[config.mk]
export PLATFORM = sky130hd
export DESIGN_NAME = cla_pipe_addsub
export DESIGN_NICKNAME = d
export VERILOG_FILES = /design/src/rtl/cla_pipe_addsub.sv
export SDC_FILE = /design/constraint.sdc
export NUM_CORES = 1
export LEC_CHECK = 0
export ABC_AREA = 0
export CORE_ASPECT_RATIO = 1.5
export CORE_MARGIN = 3
export CORE_UTILIZATION = 48
export CTS_BUF_LIST = sky130_fd_sc_hd__clkbuf_16
export CTS_CLUSTER_DIAMETER = 120
export CTS_CLUSTER_SIZE = 30
export DETAILED_ROUTE_END_ITERATION = 6
export PLACE_DENSITY_LB_ADDON = 0.2
export SETUP_SLACK_MARGIN = 0.3
export SYNTH_ARGS = -nofsm -noshare
export SYNTH_HDL_FRONTEND = slang
export SYNTH_SLANG_ARGS = --single-unit
[constraint.sdc]
create_clock -name clk -period 2.5 [get_ports clk]
set_input_delay 0.25 -clock clk [delete_from_list [all_inputs] [get_ports clk]]
set_output_delay 0.25 -clock clk [all_outputs]
set_load 0.05 [all_outputs]
[src/rtl/cla_pipe_addsub.sv]
// Pipelined carry-lookahead adder/subtractor with valid/ready handshake; the
// operand path is cut into STAGES slices. Define CLA_PIPE_FLAGS_EN for V/Z flags.
module cla_pipe_addsub #(
  parameter int WIDTH  = 16,
  parameter int STAGES = 2
) (
  input  logic             clk,
  input  logic             rst,
  input  logic             in_valid,
  output logic             in_ready,
  input  logic [WIDTH-1:0] A,
  input  logic [WIDTH-1:0] B,
  input  logic             Ci,
  input  logic             Sub,
  output logic             out_valid,
  input  logic             out_ready,
  output logic [WIDTH-1:0] S,
  output logic             Co,
  output logic             V,
  output logic             Z
);

  localparam int SW = WIDTH / STAGES;
  localparam int NG = SW / 4;

  if ((WIDTH % (4 * STAGES)) != 0 || WIDTH < 4 || WIDTH > 64 ||
      STAGES < 1 || STAGES > 4) begin : g_bad_cfg
    $error("cla_pipe_addsub: illegal WIDTH/STAGES combination");
  end

  // One beat as it travels down the pipe: effective operands, the sum bits
  // resolved so far, and the carry into the next slice.
  typedef struct packed {
    logic [WIDTH-1:0] a;
    logic [WIDTH-1:0] b;
    logic [WIDTH-1:0] s;
    logic             c;
  } beat_t;

  // Returns {carry_out, sum} of one slice built from 4-bit lookahead groups.
  function automatic logic [SW:0] cla_slice(input logic [SW-1:0] a,
                                            input logic [SW-1:0] b,
                                            input logic          cin);
    logic [SW-1:0] sum;
    logic [SW:0]   c;
    logic [3:0]    p4, g4;
    logic          grp_g, grp_p;
    c = '0;
    sum = '0;
    c[0] = cin;
    for (int j = 0; j < NG; j++) begin
      p4 = a[4*j +: 4] ^ b[4*j +: 4];
      g4 = a[4*j +: 4] & b[4*j +: 4];
      c[4*j+1] = g4[0] | (p4[0] & c[4*j]);
      c[4*j+2] = g4[1] | (p4[1] & g4[0]) | (p4[1] & p4[0] & c[4*j]);
      c[4*j+3] = g4[2] | (p4[2] & g4[1]) | (p4[2] & p4[1] & g4[0]) |
                 (p4[2] & p4[1] & p4[0] & c[4*j]);
      grp_g = g4[3] | (p4[3] & g4[2]) | (p4[3] & p4[2] & g4[1]) |
              (p4[3] & p4[2] & p4[1] & g4[0]);
      grp_p = &p4;
      c[4*j+4] = grp_g | (grp_p & c[4*j]);
      sum[4*j +: 4] = p4 ^ c[4*j +: 4];
    end
    return {c[SW], sum};
  endfunction

  logic adv;
  assign adv      = !out_valid || out_ready;
  assign in_ready = adv;

  for (genvar k = 0; k < STAGES; k++) begin : g_stage
    beat_t       src, nxt, q;
    logic        vld_src, vld_q;
    logic [SW:0] res;

    if (k == 0) begin : g_first
      always_comb begin
        src.a   = A;
        src.b   = Sub ? ~B : B;
        src.s   = '0;
        src.c   = Sub | Ci;
        vld_src = in_valid;
      end
    end else begin : g_next
      assign src     = g_stage[k-1].q;
      assign vld_src = g_stage[k-1].vld_q;
    end

    // NOTE: combinational blocks use blocking '=' so later statements see the
    // value just computed; the registers below use '<=' exclusively.
    always_comb begin
      res                 = cla_slice(src.a[k*SW +: SW], src.b[k*SW +: SW], src.c);
      nxt                 = src;
      nxt.s[k*SW +: SW]   = res[SW-1:0];
      nxt.c               = res[SW];
    end

    // NOTE: only valid bits and the visible result are reset; the operand and
    // partial-sum registers are qualified by valid, so clearing them buys nothing.
    always_ff @(posedge clk) begin
      if (rst) begin
        vld_q <= 1'b0;
        if (k == STAGES - 1) begin
          q.s <= '0;
          q.c <= 1'b0;
        end
      end else if (adv) begin
        vld_q <= vld_src;
        q     <= nxt;
      end
    end
  end

  assign out_valid = g_stage[STAGES-1].vld_q;
  assign S         = g_stage[STAGES-1].q.s;
  assign Co        = g_stage[STAGES-1].q.c;

`ifdef CLA_PIPE_FLAGS_EN
  beat_t last_nxt;
  logic  v_q, z_q;
  assign last_nxt = g_stage[STAGES-1].nxt;

  // Carry into the MSB is recovered as a^b^s at that bit position.
  always_ff @(posedge clk) begin
    if (rst) begin
      v_q <= 1'b0;
      z_q <= 1'b0;
    end else if (adv) begin
      v_q <= last_nxt.a[WIDTH-1] ^ last_nxt.b[WIDTH-1] ^ last_nxt.s[WIDTH-1] ^ last_nxt.c;
      z_q <= (last_nxt.s == '0);
    end
  end

  assign V = v_q;
  assign Z = z_q;
`else
  assign V = 1'b0;
  assign Z = 1'b0;
`endif

endmodule
==> results by group <==
Cells and area
  – Final Util: 69.92%
  – Area Growth Syn to Fin: 40.30%
  – Nets: 331
  – Final Instance Count excl. Fillers: 338
  – Number of fill cells: about 340
  – Antenna diode count: 0
  – Final Cell Area: 3176 sq um
  – Layout cell share with drive strength beyond 1: 14.23%

Setup path
  – Cells on worst reg2reg path: 8
  – Data arrival time of the worst path: 2.29 ns
  – Cell Chain, Critical Path: ha_4 > a211oi_4 > nor2_2 > o21ai_2 > nand2b_1 > fa_2 > nand2_1 > a21oi_2
  – Worst path slowest cell: fa_2
  – Required time of the critical path: 2.71 ns
  – Worst Setup Path Type: reg -> reg
  – CP max FO: 4
  – Critical path endpoint category: register
  – CP peak stage delay: around 0.54 ns
  – Reg2reg start: g_stage[0].q[25]
  – CP startpoint: g_stage[0].q[25]
  – Crit path launch type: register

Global routing
  – Routing usage on met2: a little over a quarter
  – Largest net degree at the start of global routing: 19
  – Initial antenna violation count: 0
  – First-pass GRT wire length: 6486 um
  – GRT Total Usage: ~15%
  – Vias in the first global route: between 1,500 and 2,000
  – Met1 global-route usage: between 10% and 20%
  – Most used routing layer: met2
  – Grt ovf: 0
  – GRT met3 Usage: 3.736%

Hold path
  – Worst min-delay path startpoint: S[1]
  – WHS Path Cells: 2
  – HP Class: reg -> reg

Die
  – Die area: 5593 sq um
  – Core area: 4542 sq um
  – IO Count: 59
  – Chip height: 90.10 um
  – Row Count: 30
  – Chip width: 62.07 um
  – Initial core utilization: 49.83%

Placement
  – Placement Setup Slack: -0.1410 ns
  – Post-detail-place hpwl: 3114 um
  – PortBufs: 56
  – Post-DP Area: 2964 sq um
  – Dpl cells: approximately 330
  – GPL Wtd Cong: 0.7646

Clock network
  – Worst-Skew Late Latency: between 0.2 and 0.3 ns
  – CTS sink count: 44
  – CTS Root Cell: clkbuf_16
  – Clk pin slew, worst setup/hold paths: around 0.060 ns
  – H-tree depth: 2
  – CTS tree: yes
  – Longest Clk Path Bufs: 2
  – CTS buffer count: 5
  – # hold bufs at CTS: 0

Timing
  – Fin crit share: a little over four fifths
  – Total negative setup slack: 0 ns
  – Fin. max-slew vios: 0
  – Worst slew margin: 66.56%
  – Final setup violation count: 0
  – Layout Skew: 0.004781 ns
  – Min Clock Period, post-route: 2.081 ns
  – Worst-Margin Slew: 0.5001 ns
  – Setup ws final: 0.4192 ns
  – RSZ-0062 raised after global routing: true
  – Min Hold Slack: around 0.45 ns
  – Fmax: just under 500 MHz
  – Fin. Hold Viols: 0

Routing
  – DRC viols: 0
  – Via count: ~1,600
  – Drt wl/cell: 11.52 um
  – TritonRoute pass-1 iters: 4
  – Routed Antenna Nets: 0
  – Routed vias/inst: 4.754
  – Total Wirelength: 3895 um
  – 1st-iter DRT viols: 75

Job
  – Maxcap violations: 0

Status
  – Outcome: finished, final reports clean

Yosys
  – Post-synthesis cell count: 204
  – YS warnings: 0
  – Main flop type after synthesis: edfxtp_1
  – Ys async rst share: 0%
  – Synth Area per Inst: 11.10 sq um
  – Synth unique cells: 43
  – Synth Register Bits: 44
  – Number of synthesized flops with an enable pin: 25
  – Sequential share of the synthesized area: 49.97%
  – Mapped cell area: 2263 sq um

Power
  – PwrDens: 708.6 nW/um^2
  – Peak VDD IR: 0.4534 mV
  – Total design power: about 2.3 mW
  – Leakage: 1.306 nW
[metal layers]
layer  up-vias  wire [um]  share of wire (%)
met5         -          0                  0
met4         0         44                1.1
met3         4        171                4.4
met2        41       2014                 52
met1       721       1665                 43
li1        841          -                  -
[area by class of cell]
cell class                      count  area, sq um  area share [%]
Clock buffer                        5        125.1           3.940
Clock inverter                      3        37.54           1.182
Inverter                           11        41.29           1.300
Multi-Input combinational cell    141         1096           34.52
Sequential cell                    44         1131           35.62
Tap cell                           64        80.08           2.522
Timing Repair Buffer               70        664.4           20.92
[report_power, final]
part	switching [mW]	internal (mW)	total, mW
Sequential	0.0367	0.870	0.907
Clock	0.238	0.463	0.702
Combinational	0.353	0.289	0.642
[synthesized netlist by cell type, types with 2 or more instances]
master    instances  area, sq um
o21bai_1          2        15.01
nand2b_1          3        18.77
and4_1            2        17.52
nor2_1           12        45.04
inv_1            10        37.54
buf_2             4        20.02
ha_1             16        200.2
a21o_2            2        17.52
xor2_1           18        157.7
fa_1              4        80.08
a21oi_1          15        75.07
a211oi_2          2        25.02
a211oi_1          3        22.52
xnor2_1           6        52.55
nand2_1          27        101.4
dfxtp_1          19        380.4
o21ai_1           2        10.01
clkbuf_1          2        7.510
buf_4             2        15.01
o31a_1            2        17.52
nor3_1            5        25.02
edfxtp_1         25        750.7
[state kept, by name, indices dropped and copies added, names as in the netlist]
signal         cells
g_stage.q         25
out_valid          1
g_stage.vld_q      1
Co                 1
S                 16
[layout by cell type (no fill, tap or decap), types with 2 or more instances in the layout]
master	count
clkdlybuf4s50_1	53
nand2_1	27
edfxtp_1	25
dfxtp_1	19
xor2_1	18
buf_4	15
a21oi_1	14
ha_1	14
nor2_1	11
inv_1	10
xnor2_1	5
clkbuf_16	5
nand2b_1	3
clkinv_1	3
a211oi_1	3
nor3_1	3
o21ai_1	2
nor2_2	2
o21ai_2	2
nor3_2	2
o31a_1	2
o21bai_1	2
a21o_2	2
and4_1	2
fa_2	2
fa_1	2
conb_1	2
[kinds of logic after synthesis]
logic type      share of synthesized area, %
mux                                   0.4423
other cells                           0.1657
xor+xnor                               9.287
compound gates                         12.38
flops                                  49.97
fa+ha+maj                              12.38
simple gates                           11.17
buf+inv                                4.201
[critical path: cells and delay by family (launching register included)]
kind / cells / cell delay (ns)
AOI/OAI and AO/OA: 3 / 0.49
adders and majority gates: 2 / 0.83
DFF: 1 / 0.44
and+or+nand+nor: 3 / 0.26
[final timing paths]
path / to / slack, ns
setup reg to reg: S[12] / 0.42
hold / removal: S[1] / 0.45
setup / recovery: S[12] / 0.42
hold reg to reg: S[1] / 0.45
[timing repair]
item,in CTS,in global routing
gates resized for setup,3,7
setup endpoints to repair,6,3
buffers inserted,1,0
pin swaps,1,4
No activity file was read; power rests on OpenSTA's default activity.
